`src/rtl/cache_fill_ctrl_pkg.sv`:
```
// Shared constants and state encoding for the cache-miss fill controller.
package cache_fill_ctrl_pkg;

  localparam int unsigned DefAddrW       = 16;
  localparam int unsigned DefDataW       = 16;
  localparam int unsigned DefWordsPerBlk = 8;
  localparam int unsigned DefBytesPerWord = 2;

  typedef enum logic [1:0] {
    StIdle = 2'b00,
    StFill = 2'b01,
    StTag  = 2'b10
  } fill_state_e;

endpackage

```
`src/rtl/cache_fill_ctrl_fill_counter.sv`:
```
// Word counter used for both request issue and response landing.
// Synchronous active-low reset; clear has priority over enable.
module cache_fill_ctrl_fill_counter #(
  parameter int unsigned Width = 4
) (
  input  logic             clk_i,
  input  logic             rst_ni,
  input  logic             clr_i,
  input  logic             en_i,
  output logic [Width-1:0] cnt_o
);

  logic [Width-1:0] cnt_d, cnt_q;

  always_comb begin
    cnt_d = cnt_q;
    if (clr_i) begin
      cnt_d = '0;
    end else if (en_i) begin
      cnt_d = cnt_q + Width'(1);
    end
  end

  always_ff @(posedge clk_i) begin
    if (!rst_ni) begin
      cnt_q <= '0;
    end else begin
      cnt_q <= cnt_d;
    end
  end

  assign cnt_o = cnt_q;

endmodule

```
`src/rtl/cache_fill_ctrl.sv`:
```
// Cache-miss fill controller: issues one word read per cycle for the missing block,
// lands returning words in order, then writes the tag for one cycle.
module cache_fill_ctrl
  import cache_fill_ctrl_pkg::*;
#(
  parameter int unsigned ADDR_W         = DefAddrW,
  parameter int unsigned DATA_W         = DefDataW,
  parameter int unsigned WORDS_PER_BLK  = DefWordsPerBlk,
  parameter int unsigned BYTES_PER_WORD = DefBytesPerWord
) (
  input  logic                             clk,
  input  logic                             rst_n,
  input  logic                             miss_detected,
  input  logic [ADDR_W-1:0]                miss_address,
  input  logic [DATA_W-1:0]                mem_data,
  input  logic                             mem_data_valid,
  output logic                             fsm_busy,
  output logic                             mem_req,
  output logic [ADDR_W-1:0]                mem_address,
  output logic                             write_data_array,
  output logic [$clog2(WORDS_PER_BLK)-1:0] write_word_sel,
  output logic [DATA_W-1:0]                fill_data,
  output logic                             write_tag_array,
  output logic [ADDR_W-1:0]                fill_block_addr,
  output logic                             fill_done
);

  localparam int unsigned CntW = $clog2(WORDS_PER_BLK) + 1;

  localparam logic [ADDR_W-1:0] OffMask = ADDR_W'(WORDS_PER_BLK * BYTES_PER_WORD - 1);
  localparam logic [CntW-1:0]   WordsC  = CntW'(WORDS_PER_BLK);
  localparam logic [CntW-1:0]   LastIdx = CntW'(WORDS_PER_BLK - 1);

  fill_state_e       state_d, state_q;
  logic [ADDR_W-1:0] base_d, base_q;
  logic [CntW-1:0]   issue_cnt, resp_cnt;
  logic              cnt_clr, issue_en, resp_en;

  cache_fill_ctrl_fill_counter #(
    .Width (CntW)
  ) u_issue_cnt (
    .clk_i  (clk),
    .rst_ni (rst_n),
    .clr_i  (cnt_clr),
    .en_i   (issue_en),
    .cnt_o  (issue_cnt)
  );

  cache_fill_ctrl_fill_counter #(
    .Width (CntW)
  ) u_resp_cnt (
    .clk_i  (clk),
    .rst_ni (rst_n),
    .clr_i  (cnt_clr),
    .en_i   (resp_en),
    .cnt_o  (resp_cnt)
  );

  always_comb begin
    state_d          = state_q;
    base_d           = base_q;
    cnt_clr          = 1'b0;
    issue_en         = 1'b0;
    resp_en          = 1'b0;
    fsm_busy         = 1'b0;
    mem_req          = 1'b0;
    write_data_array = 1'b0;
    write_word_sel   = '0;
    fill_data        = '0;
    write_tag_array  = 1'b0;
    fill_done        = 1'b0;

    unique case (state_q)
      StIdle: begin
        // Stall in the miss cycle itself, before the FSM has moved.
        fsm_busy = miss_detected;
        if (miss_detected) begin
          base_d  = miss_address & ~OffMask;
          cnt_clr = 1'b1;
          state_d = StFill;
        end
      end
      StFill: begin
        fsm_busy = 1'b1;
        mem_req  = (issue_cnt < WordsC);
        issue_en = mem_req;
        // Responses are tracked independently of requests; memory may be pipelined.
        if (mem_data_valid) begin
          write_data_array = 1'b1;
          write_word_sel   = resp_cnt[CntW-2:0];
          fill_data        = mem_data;
          resp_en          = 1'b1;
          if (resp_cnt == LastIdx) begin
            state_d = StTag;
          end
        end
      end
      StTag: begin
        fsm_busy        = 1'b1;
        write_tag_array = 1'b1;
        fill_done       = 1'b1;
        state_d         = StIdle;
      end
      default: state_d = StIdle;
    endcase
  end

  always_ff @(posedge clk) begin
    if (!rst_n) begin
      state_q <= StIdle;
      base_q  <= '0;
    end else begin
      state_q <= state_d;
      base_q  <= base_d;
    end
  end

  // Offsets stay inside the block because base_q is block aligned.
  assign mem_address     = base_q + ADDR_W'(issue_cnt) * ADDR_W'(BYTES_PER_WORD);
  assign fill_block_addr = base_q;

endmodule

```
`config.mk`:
```
export PLATFORM = sky130hd
export DESIGN_NAME = cache_fill_ctrl
export DESIGN_NICKNAME = d
export VERILOG_FILES = /design/src/rtl/cache_fill_ctrl_pkg.sv /design/src/rtl/cache_fill_ctrl_fill_counter.sv /design/src/rtl/cache_fill_ctrl.sv
export SDC_FILE = /design/constraint.sdc
export NUM_CORES = 1
export LEC_CHECK = 0
export CAP_MARGIN = 20
export CORE_ASPECT_RATIO = 0.6
export CORE_MARGIN = 2
export CORE_UTILIZATION = 36
export DETAILED_ROUTE_END_ITERATION = 7
export GPL_ROUTABILITY_DRIVEN = 0
export HOLD_SLACK_MARGIN = 0.08
export MAX_ROUTING_LAYER = met4
export PLACE_DENSITY = 0.78
export SLEW_MARGIN = 20
export SYNTH_ARGS = -nofsm -noshare
export SYNTH_HDL_FRONTEND = slang
export SYNTH_SLANG_ARGS = --single-unit
```
`constraint.sdc`:
```
create_clock -name clk -period 2.1 [get_ports clk]
set_clock_uncertainty 0.15 [all_clocks]
set_input_delay 0.42 -clock clk [delete_from_list [all_inputs] [get_ports clk]]
set_output_delay 0.42 -clock clk [all_outputs]
set_load 0.03 [all_outputs]
```
After elaboration in Yosys (flattened, before gate mapping) --
Index checks and enable logic that the tools add are counted.
Word-level totals: word-level logic and storage cells 35, output and inout bits 56, register bits after elaboration 22
Cells by class: add/subtract/negate cells 3, eq/ne operators 6, bitwise gates (word level) 1, $lt $le $gt $ge 1, reductions and logical operators 5, multiplexer cells 15
Operators with widths (number):
- two-way mux 16 bit | 2
- adder 16 x 5 -> 16 bit | 1
- adder 4 x 1 -> 4 bit (second input constant) | 2
- two-way mux 1 bit | 6
- two-way mux 2 bit | 3
- two-way mux 3 bit | 2
- != test 2 bit (second input constant) | 3
- equality test 4 x 3 -> 1 bit (second input constant) | 1
- < comparator 4 bit (second input constant) | 1
- one-hot mux 2 bit (2 select lines) | 1
- OR reduction 2 bit | 2
- AND reduction 3 bit | 1
- equality test 2 x 1 -> 1 bit (second input constant) | 1
- equality test 2 bit (second input constant) | 1
- logical NOT 2 bit | 1
- one-hot mux 1 bit (2 select lines) | 1
- AND reduction 2 bit | 1
- inverter 1 bit | 1

Depth between registers and ports, before layout --
Gate-level depths: netlist of run 1.
depth after elaboration 4, depth in mapped cells 6, gate-level depth less buffers 5

By module --
Synthesis of run 1 repeated with hierarchy kept, for this count alone.
Unflattened totals: cell total of the unflattened synthesis 172, area, all modules 1426.4 um2
By module, submodules not included:
- cache_fill_ctrl | seq. area each 280.3 um2, instances 1, area an instance 1063.5 um2, cells an instance 138
- cache_fill_ctrl_fill_counter | seq. area each 80.1 um2, instances 2, area an instance 181.4 um2, cells an instance 17

Worst setup path before layout of run 1 --
OpenSTA, ideal clock, no wires.
kind register -> output, from register base_q[4], in the netlist fill_block_addr[4], to output port mem_address[12], setup slack -0.299 ns, data arrival time 1.829 ns, cell stages (with the launch flop) 6, cell sequence dfxtp_1 ha_1 ha_1 nand3_1 nor3_1 xor2_1
On the way: longest elaborated chain between the ends 1
Ends and longest elaborated chain:
- from (decl) | RTL line cache_fill_ctrl.sv:35 | logic [ADDR_W-1:0] base_d, base_q;
- from (signal assigned) | RTL line cache_fill_ctrl.sv:114 | base_q <= base_d;
- adder 16 x 5 -> 16 bit | RTL line cache_fill_ctrl.sv:119 | assign mem_address = base_q + ADDR_W'(issue_cnt) * ADDR_W'(BYTES_PER_WORD);
- to (decl) | RTL line cache_fill_ctrl.sv:19 | output logic [ADDR_W-1:0] mem_address,
Every way passes these cells.

Worst setup path after layout of run 1 --
from register u_issue_cnt.cnt_q[3], in the netlist u_issue_cnt.cnt_o[3], to output port mem_address[15]
On the way: longest elaborated chain between the ends 1
Ends and longest elaborated chain:
- from (decl) | RTL line cache_fill_ctrl_fill_counter.sv:13 | logic [Width-1:0] cnt_d, cnt_q;
- from (signal assigned) | RTL line cache_fill_ctrl_fill_counter.sv:28 | cnt_q <= cnt_d;
- adder 16 x 5 -> 16 bit | RTL line cache_fill_ctrl.sv:119
Every way passes these cells.

==> reports/results.txt, run 1 <==
Final WS setup: -0.08181 ns
CP Launch Type: flip-flop
area grow syn2layout: 85.48%
critical path type: flip-flop to output port
worst flop-to-flop path endpoint: state_q[1]
GRT Resource Usage Total: 20.27%
total grt overflow: 0
Initial Util: 37.43%
core box area: 3637 sq um
row cnt: 17
RR Startpoint: state_q[1]
sequential fraction of the synthesis area: 32.35%
grt met2 use: 32.66%
H-tree depth: 1
final cell count without fillers: 315
Most common cell on crit path: buf_6
Root Buffer: clkbuf_8
CP max FO: 3
Min Clock Period, post-route: 2.182 ns
buffers plus inverters on the worst setup path: 3
WHS Path Cells: 2
initial antenna violation count: 0
CTS tree: built
hold buffer count at cts: 0
R2R depth: 6
Cells after Synth: 172
cell area after synthesis: 1361 sq um
synthesized flop and latch total: 22
TritonCTS buffer count: 3
Most Crowded Layer GR: met2
drc violations: 0
YS warnings: 0
min-delay src: u_resp_cnt.cnt_o[3]
WHS: 0.3429 ns
post-synth top area cell: dfxtp_1
Syn Area/Cell: 7.915 sq um
WHS Endpoint: u_resp_cnt.cnt_o[3]
M1 GR Usage: 26.45%
Initial DRC Count: 68
PwrDens: 865.5 nW/um^2
drt pass-1 iters: 4
RSZ-0062 raised after global routing: yes
async set-or-reset flop fraction in the synthesized netlist: 0%
share of cells above drive strength 1: 30.97%
fmax: 458.3 MHz
Nets: 315
largest net degree at the start of global routing: 24
Arr. time, crit path: 1.61 ns
max incr delay on CP: 0.36 ns
Synth top area share: 32.35%
CP top delay family: buffers and inverters
Final Cycle Share: 103.9%
R2R setup slack: 0.31 ns
ANT cells: 0
Top FF cell, synth: dfxtp_1
Wirelength per Cell: 12.67 um
Distinct cells, synth: 27
Worst-Skew Late Latency: 0.27 ns
slowest library cell on the worst path: dfxtp_2
CP required: 1.53 ns
most instantiated cells after synthesis: nand2_1, dfxtp_1, and3_1, a21boi_0, nor2_1
Vert. Die Dim: 51.63 um
VDD IR max: 0.5205 mV
status: complete, but fails checks
Min-Delay Path Class: flip-flop to flip-flop
vias post-DR: 1472
Post-Route WL: 3.992 mm
Post-DP HPWL: 2.995 mm
Cell Area, Placed: 2276 sq um
GR Util met3: 4.286%
vias per inst: 4.673
vias in the first global route: 1432
IO buf count: 82
Placed Cells: 307
CTS clk-pin slew, worst paths: 0.09 ns
Critical Path, Cell by Cell: ha_4 > nand4_1 > buf_6 > nor4_4 > buf_4 > xor2_2 > buf_6
Area contributors post-synth: dfxtp_1, nand2_1, ha_1
Critical Path Sink Type: output port
CTS max path bufs: 2
IO Pins: 92
Max-Cap Viols: 0
Die ar.: 4305 sq um
failing checks: negative setup slack
cell area after layout: 2525 sq um
most common cell in the netlist: nand2_1
Final setup viols: 6
global-route wire length before repair: 6.782 mm
Final Hold Fails: 0
Slew Limit Fails: 0
remaining antenna violation count after routing: 0
Post-synth EDFFs: 0
Leakage Power: 1.224 nW
clk sinks: 22
total power: 2.185 mW
die width: 83.39 um
[per-stage QoR]
| stage | TNS (ns) | worst slack, ns | util (%) |
|---|---|---|---|
| 2_1_floorplan | -0.04243 | -0.03210 | - |
| 3_3_place_gp | -0.03657 | -0.03657 | 62.57 |
| 3_5_place_dp | -0.03306 | -0.03306 | 62.57 |
| 4_1_cts | -0.1603 | -0.09292 | 67.77 |
| 5_1_grt | -0.9762 | -0.1960 | 69.42 |
| 6_report | -0.3002 | -0.08181 | 69.42 |
[tightest hold or removal path, stage by stage, from the launching register on]
cell and delay, ns:
dfxtp_1 0.33, o21ai_0 0.07, a21oi_1 0.06
[where the power goes]
part | total [mW] | internal (mW) | switching [mW]
combinational | 1.23 | 0.521 | 0.713
sequential | 0.557 | 0.487 | 0.0708
clock | 0.394 | 0.255 | 0.139
total | 2.19 | 1.26 | 0.923
[sequential cells by signal, summed over array words and instances (netlist names)]
signal,flops
fill_block_addr,12
state_q,2
u_issue_cnt.cnt_o,4
u_resp_cnt.cnt_o,4
[area by class of cell]
cell class,count,area (sq um)
Fill cell,279,1112
Timing Repair Buffer,104,959.7
Tap cell,47,58.81
Clock buffer,3,41.29
Clock inverter,1,30.03
Sequential cell,22,450.4
Inverter,8,30.03
Multi-Input combinational cell,130,954.7
[cells by family after synthesis]
group	synth area share, %
and+or+nand+nor	28.68
buffers and inverters	9.190
xor gates and xnor gates	9.008
muxes	2.206
adders and majority gates	9.191
DFF	32.35
other	0.2755
AOI/OAI and AO/OA	9.099
[worst max-delay path by stage]
stage / startpoint / to / slack (ns) / cells past startpoint
5_1_grt: u_issue_cnt.cnt_o[3] / mem_address[15] / -0.20 / 7
6_report: u_issue_cnt.cnt_o[3] / mem_address[15] / -0.08 / 7
3_3_place_gp: u_issue_cnt.cnt_o[3] / mem_address[14] / -0.04 / 6
4_1_cts: u_issue_cnt.cnt_o[3] / mem_address[15] / -0.09 / 7
2_1_floorplan: fill_block_addr[4] / mem_address[12] / -0.03 / 5
3_5_place_dp: u_issue_cnt.cnt_o[3] / mem_address[14] / -0.03 / 6
[layout by cell type (no fill, tap or decap), drive strengths merged, types with 8 or more instances in the layout]
cell	synthesis	final
buf	10	53
and3	19	19
dfxtp	22	22
clkdlybuf4s50	0	45
a21boi	12	12
xor2	9	9
ha	10	10
nand2	34	34
inv	8	8
nor2	11	11
[repair_timing]
action | CTS | global route
buffers inserted | 3 | 2
pin swaps | 8 | 6
gates resized for setup | 26 | 15
setup endpoints to repair | 13 | 30
[routing by layer]
layer	wire length [um]	share of wire (%)	up-vias
li1	-	-	745
met1	1964	49	671
met2	1799	45	54
met3	203	5.1	2
met4	24	0.60	0
met5	0	0	-
Note: power is estimated with default switching activity, not from simulation.
==> run 2: changes to the inputs <==
--- a/config.mk
+++ b/config.mk
@@ -8,12 +8,12 @@
 export CAP_MARGIN = 20
 export CORE_ASPECT_RATIO = 0.6
 export CORE_MARGIN = 2
-export CORE_UTILIZATION = 36
+export CORE_UTILIZATION = 32
 export DETAILED_ROUTE_END_ITERATION = 7
 export GPL_ROUTABILITY_DRIVEN = 0
 export HOLD_SLACK_MARGIN = 0.08
 export MAX_ROUTING_LAYER = met4
-export PLACE_DENSITY = 0.78
+export PLACE_DENSITY = 0.73
 export SLEW_MARGIN = 20
 export SYNTH_ARGS = -nofsm -noshare
 export SYNTH_HDL_FRONTEND = slang
==> constraint.sdc (replaced) <==
create_clock -name clk -period 1.76 [get_ports clk]
set_clock_uncertainty 0.15 [all_clocks]
set_input_delay 0.352 -clock clk [delete_from_list [all_inputs] [get_ports clk]]
set_output_delay 0.352 -clock clk [all_outputs]
set_load 0.03 [all_outputs]
==> run 2 against run 1 <==
Net effect:
- the flow still finishes with violations (negative setup slack)
- via count up 11%
- worst setup slack worse by 0.27 ns
- sequential power up 24%
- critical endpoint is now mem_address[10]
- sequential cell count unchanged
- power up 49%
- wire length up 37%
- die area up 12%
- largest cell class unchanged
- largest power group unchanged
- count of clock-buffer cells in the layout up 1
- non-clock buffer count up 19
- register-to-register slack worse by 0.34 ns
- utilization up 3.2 points
- cell area up 18%
==> reports/results.txt, run 2 (synthesized netlist as in run 1, its figures left out) <==
status: complete, but fails checks
failing checks: negative setup slack
CP required: 1.26 ns (-0.27 ns)
WHS: 0.3450 ns (+0.002062 ns)
hold buffer count at cts: 0 (unchanged)
total grt overflow: 0 (unchanged)
Root Buffer: clkbuf_8
total power: 3.245 mW (+49%)
core box area: 4099 sq um (+13%)
Final Cycle Share: 120.1%
max reg flops: 12 (unchanged)
post-place setup slack: -0.2112 ns (-0.1782 ns)
TritonCTS buffer count: 3 (unchanged)
ANT cells: 0 (unchanged)
CP Launch Type: flip-flop
Slew Limit Fails: 0 (unchanged)
row cnt: 18 (+1)
CTS tree: built
vias per inst: 4.697 (+0.52%)
IO Pins: 92 (unchanged)
VDD IR max: 0.8576 mV (+65%)
Post-Route WL: 5.461 mm (+37%)
largest net degree at the start of global routing: 17 (-29%)
critical path type: flip-flop to output port
share of cells above drive strength 1: 49.13% (+18 points)
Min-Delay Path Class: flip-flop to flip-flop
global-route wire length before repair: 7.845 mm (+16%)
Wirelength per Cell: 15.74 um (+24%)
Nets: 334 (+6.0%)
Initial Util: 33.21% (-4.2 points)
most frequent cells in the layout: buf_6, nand2_1, buf_4, clkdlybuf4s50_1
remaining antenna violation count after routing: 0 (unchanged)
Vert. Die Dim: 54.52 um (+5.6%)
Arr. time, crit path: 1.61 ns (about the same)
Placed Cells: 326 (+6.2%)
Min Clock Period, post-route: 2.114 ns
Max-Cap Viols: 0 (unchanged)
Final Hold Fails: 0 (unchanged)
Final setup viols: 32 (+26)
CTS clk-pin slew, worst paths: 0.09 ns (about the same)
Worst-Skew Late Latency: 0.27 ns (about the same)
drt pass-1 iters: 4 (unchanged)
Final WS setup: -0.3541 ns (-0.2723 ns)
final cell count without fillers: 347 (+10%)
fmax: 473.0 MHz
Leakage Power: 1.387 nW (+13%)
CP max FO: 3 (unchanged)
cell area after layout: 2978 sq um (+18%)
sequential standard cell area: 464.2 sq um (+3.1%)
Die ar.: 4809 sq um (+12%)
footprint of the multi-input gates: 1155 sq um (+21%)
drc violations: 0 (unchanged)
vias in the first global route: 1585 (+11%)
Finished Core Util: 72.65% (+3.2 points)
RSZ-0062 raised after global routing: yes
Cell Area, Placed: 2439 sq um (+7.1%)
die width: 88.20 um (+5.8%)
Initial DRC Count: 110 (+62%)
commonest non-fill, non-tap cell in the layout: buf_6
area grow syn2layout: 118.8%
PwrDens: 1090 nW/um^2 (+26%)
GRT Resource Usage Total: 22.53% (+2.3 points)
IO buf count: 82 (unchanged)
H-tree depth: 1 (unchanged)
clk sinks: 22 (unchanged)
setup_tns: -5.590 ns (-5.290 ns)
Post-DP HPWL: 3.356 mm (+12%)
Critical Path Sink Type: output port
initial antenna violation count: 0 (unchanged)
vias post-DR: 1630 (+11%)
Fill cells: 287 (+2.9%)
CTS max path bufs: 2 (unchanged)
run 2: cell types whose count changed in the layout (fill, tap and decap cells not counted), sizes merged:
cell           change
buf               +24
clkdlybuf4s50     -15
dlygate4sd2       +11
bufinv             -1
clkdlybuf4s15      +1
dlymetal6s2s       -1
run 2: layer usage:
layer  routed length (um)  share of wire, %  GRT usage, %  vias to the layer above
met5                    0                 0             -                        -
met4                  102               1.9         9.596                        0
met3                  283               5.2         2.715                        9
met2                 2728                50         37.97                       64
met1                 2347                43         27.95                      777
li1                     -                 -             -                      780
run 2: path summary, 6_finish.rpt:
| path | start | to | slack, ns | cells past startpoint |
|---|---|---|---|---|
| worst min-delay path | fill_block_addr[14] | fill_block_addr[14] | 0.34 | 2 |
| worst max-delay path | fill_block_addr[4] | mem_address[10] | -0.35 | 7 |
| worst max register to register | state_q[0] | state_q[0] | -0.03 | 6 |
| worst min register to register | fill_block_addr[14] | fill_block_addr[14] | 0.34 | 2 |
run 2: critical path: stages (launching register included):
cell and delay, ns:
dfxtp_4 0.37, ha_4 0.16, ha_4 0.15, nand3_4 0.12, buf_6 0.16, nor2_4 0.09
xor2_2 0.14, buf_6 0.14
run 2: what timing repair did:
| action | 4_1_cts | 5_1_grt |
|---|---|---|
| buffers inserted | 6 | 12 |
| gates resized for setup | 94 | 17 |
| setup endpoints to repair | 47 | 33 |
| gates cloned | 1 | 0 |
| pin swaps | 9 | 11 |
run 2: power by group:
group	switching, mW	leakage (nW)	internal, mW
Sequential	0.104	0.186	0.587
Combinational	1.10	1.17	1.08
Clock	0.176	0.0288	0.200
run 2: area by class of cell:
type,instances,area share [%]
flip-flops and latches,22,15.59
repair buffers,123,40.08
well taps,60,2.521
clock buffers,4,1.849
inverters,8,1.176
multi-input cells,130,38.78
==> run 3: changes to the inputs <==
--- a/config.mk
+++ b/config.mk
@@ -11,6 +11,7 @@
 export CORE_UTILIZATION = 32
 export DETAILED_ROUTE_END_ITERATION = 7
 export GPL_ROUTABILITY_DRIVEN = 0
+export GPL_TIMING_DRIVEN = 0
 export HOLD_SLACK_MARGIN = 0.08
 export MAX_ROUTING_LAYER = met4
 export PLACE_DENSITY = 0.73
==> run 3 against run 2 <==
Net effect:
- the flow still finishes with violations (negative setup slack)
- via count grew 1.1%
- clock power fell by 2%
- critical path depth down 1
- power grew 1.4%
- register-to-register slack better by 0.06 ns
- sequential cell count unchanged
- wire length is 4.9% lower
- fmax grew 0.54%
- cell area is 0.38% higher
- non-clock buffer count rose by 3
==> reports/results.txt, run 3 (synthesized netlist as in run 1, its figures left out) <==
share of power burned in registers: 21.3% (about the same)
Vert. Die Dim: 54.52 um (unchanged)
die width: 88.20 um (unchanged)
post-place setup slack: -0.8540 ns (-0.6427 ns)
Gate power share: 67.5% (+0.3 points)
Net Sw Frac: 41.64% (-0.71 points)
area grow syn2layout: 119.6%
drt pass-1 iters: 4 (unchanged)
Arr. time, crit path: 1.60 ns (about the same)
clock power share: 11.2% (-0.4 points)
Leakage Power: 1.379 nW (-0.56%)
IO Pins: 92 (unchanged)
vias post-DR: 1648 (+1.1%)
initial antenna violation count: 0 (unchanged)
core box area: 4099 sq um (unchanged)
Min Clock Period, post-route: 2.103 ns (-0.01134 ns)
footprint of the multi-input gates: 1146 sq um (-0.76%)
CP required: 1.26 ns (about the same)
vias in the first global route: 1556 (-1.8%)
share of cells above drive strength 1: 49.31% (+0.18 points)
Post-Route WL: 5.194 mm (-4.9%)
total grt overflow: 0 (unchanged)
R2R setup slack: 0.03 ns (+0.06 ns)
Cell Area, Placed: 2431 sq um (-0.31%)
Final Hold Fails: 0 (unchanged)
VDD IR max: 0.8195 mV (-4.4%)
ANT cells: 0 (unchanged)
fmax: 475.6 MHz (+0.54%)
WHS: 0.3365 ns (-0.008471 ns)
Min-Delay Path Class: flip-flop to flip-flop
global-route wire length before repair: 7.679 mm (-2.1%)
Critical Path Sink Type: output port
Initial Util: 33.21% (unchanged)
Post-DP HPWL: 3.144 mm (-6.3%)
NetSw: 1.371 mW (-0.26%)
WHS Path Cells: 2 (unchanged)
WHS Endpoint: fill_block_addr[14]
TritonCTS buffer count: 3 (unchanged)
CTS tree: built
R2R depth: 8 (+2)
RR Startpoint: state_q[0]
min-delay src: fill_block_addr[14]
commonest non-fill, non-tap cell in the layout: buf_6
RSZ-0062 raised after global routing: yes
drc violations: 0 (unchanged)
Final Cycle Share: 119.5% (-0.64 points)
Final setup viols: 32 (unchanged)
failing checks: negative setup slack
cell-internal power: 1.921 mW (+2.7%)
GRT Resource Usage Total: 21.97% (-0.56 points)
setup_tns: -5.977 ns (-0.3877 ns)
Slew Limit Fails: 0 (unchanged)
Nets: 337 (+0.90%)
cell area after layout: 2989 sq um (+0.38%)
H-tree depth: 1 (unchanged)
hold buffer count at cts: 0 (unchanged)
total power: 3.292 mW (+1.4%)
Root Buffer: clkbuf_8
Worst-Skew Late Latency: 0.26 ns (about the same)
status: complete, but fails checks
most frequent cells in the layout: buf_6, nand2_1, buf_4, clkdlybuf4s50_1
CP Launch Type: flip-flop
max reg flops: 12 (unchanged)
vias per inst: 4.709 (+0.24%)
remaining antenna violation count after routing: 0 (unchanged)
Max-Cap Viols: 0 (unchanged)
clk sinks: 22 (unchanged)
row cnt: 18 (unchanged)
critical path type: flip-flop to output port
Final WS setup: -0.3428 ns (+0.01134 ns)
CTS clk-pin slew, worst paths: 0.08 ns (about the same)
Die ar.: 4809 sq um (unchanged)
sequential standard cell area: 464.2 sq um (unchanged)
worst flop-to-flop path endpoint: u_resp_cnt.cnt_o[3]
Initial DRC Count: 56 (-49%)
CP max FO: 4 (+1)
CTS max path bufs: 2 (unchanged)
Fill cells: 295 (+2.8%)
IO buf count: 82 (unchanged)
PwrDens: 1101 nW/um^2 (+1.1%)
Wirelength per Cell: 14.84 um (-5.7%)
largest net degree at the start of global routing: 13 (-4)
-- run 3: how the worst max path moves through the flow --
stage,startpoint,end,slack (ns)
after floorplan,fill_block_addr[4],mem_address[15],-0.09
after global placement,miss_detected,fsm_busy,-0.85
after detailed placement,miss_detected,fsm_busy,-0.85
after CTS,u_issue_cnt.cnt_o[3],mem_address[12],-0.36
after global routing,u_issue_cnt.cnt_o[3],mem_address[15],-0.41
final,u_issue_cnt.cnt_o[3],mem_address[12],-0.34
-- run 3: per-stage QoR --
stage	utilization (%)	std cells
6_report	72.92	350
5_1_grt	72.92	350
4_1_cts	68.28	338
3_5_place_dp	59.31	318
3_3_place_gp	59.31	318
2_1_floorplan	-	176
-- run 3: cell type report --
| type | count | share of cell area [%] |
|---|---|---|
| Buffer | 15 | 4.270 |
| Clock buffer | 4 | 1.842 |
| Inverter | 8 | 1.172 |
| Multi-Input combinational cell | 130 | 38.34 |
| Sequential cell | 22 | 15.53 |
| Tap cell | 60 | 2.512 |
| Timing Repair Buffer | 111 | 36.33 |
-- run 3: critical path, cell delays in order (launching register included) --
cell     delay, ns
dfxtp_4       0.38
ha_4          0.16
ha_4          0.14
nand3_4       0.13
nor3_4        0.22
xor2_4        0.16
buf_6         0.14
-- run 3: per-layer routing --
metal	up-vias	GRT usage (%)	share of wire [%]	routed length [um]
met1	784	29.04	44	2308
met3	8	2.413	6.2	322
met5	-	-	0	0
met2	66	35.59	48	2469
met4	0	7.576	1.8	94
li1	790	-	-	-
-- run 3: power by group through the flow --
| stage | clock [mW] | sequential, mW | combinational, mW |
|---|---|---|---|
| after floorplan | 0 | 0.762 | 0.823 |
| after global placement | 0 | 0.696 | 1.42 |
| after detailed placement | 0 | 0.698 | 1.43 |
| after CTS | 0.375 | 0.692 | 1.89 |
| after global routing | 0.400 | 0.713 | 2.34 |
| final | 0.368 | 0.702 | 2.22 |
-- run 3: timing repair --
action,in CTS,in global routing
endpoints found under the setup margin,63,46
cloned,2,0
resized for setup,302,36
pin swaps,5,6
setup buffers,14,14
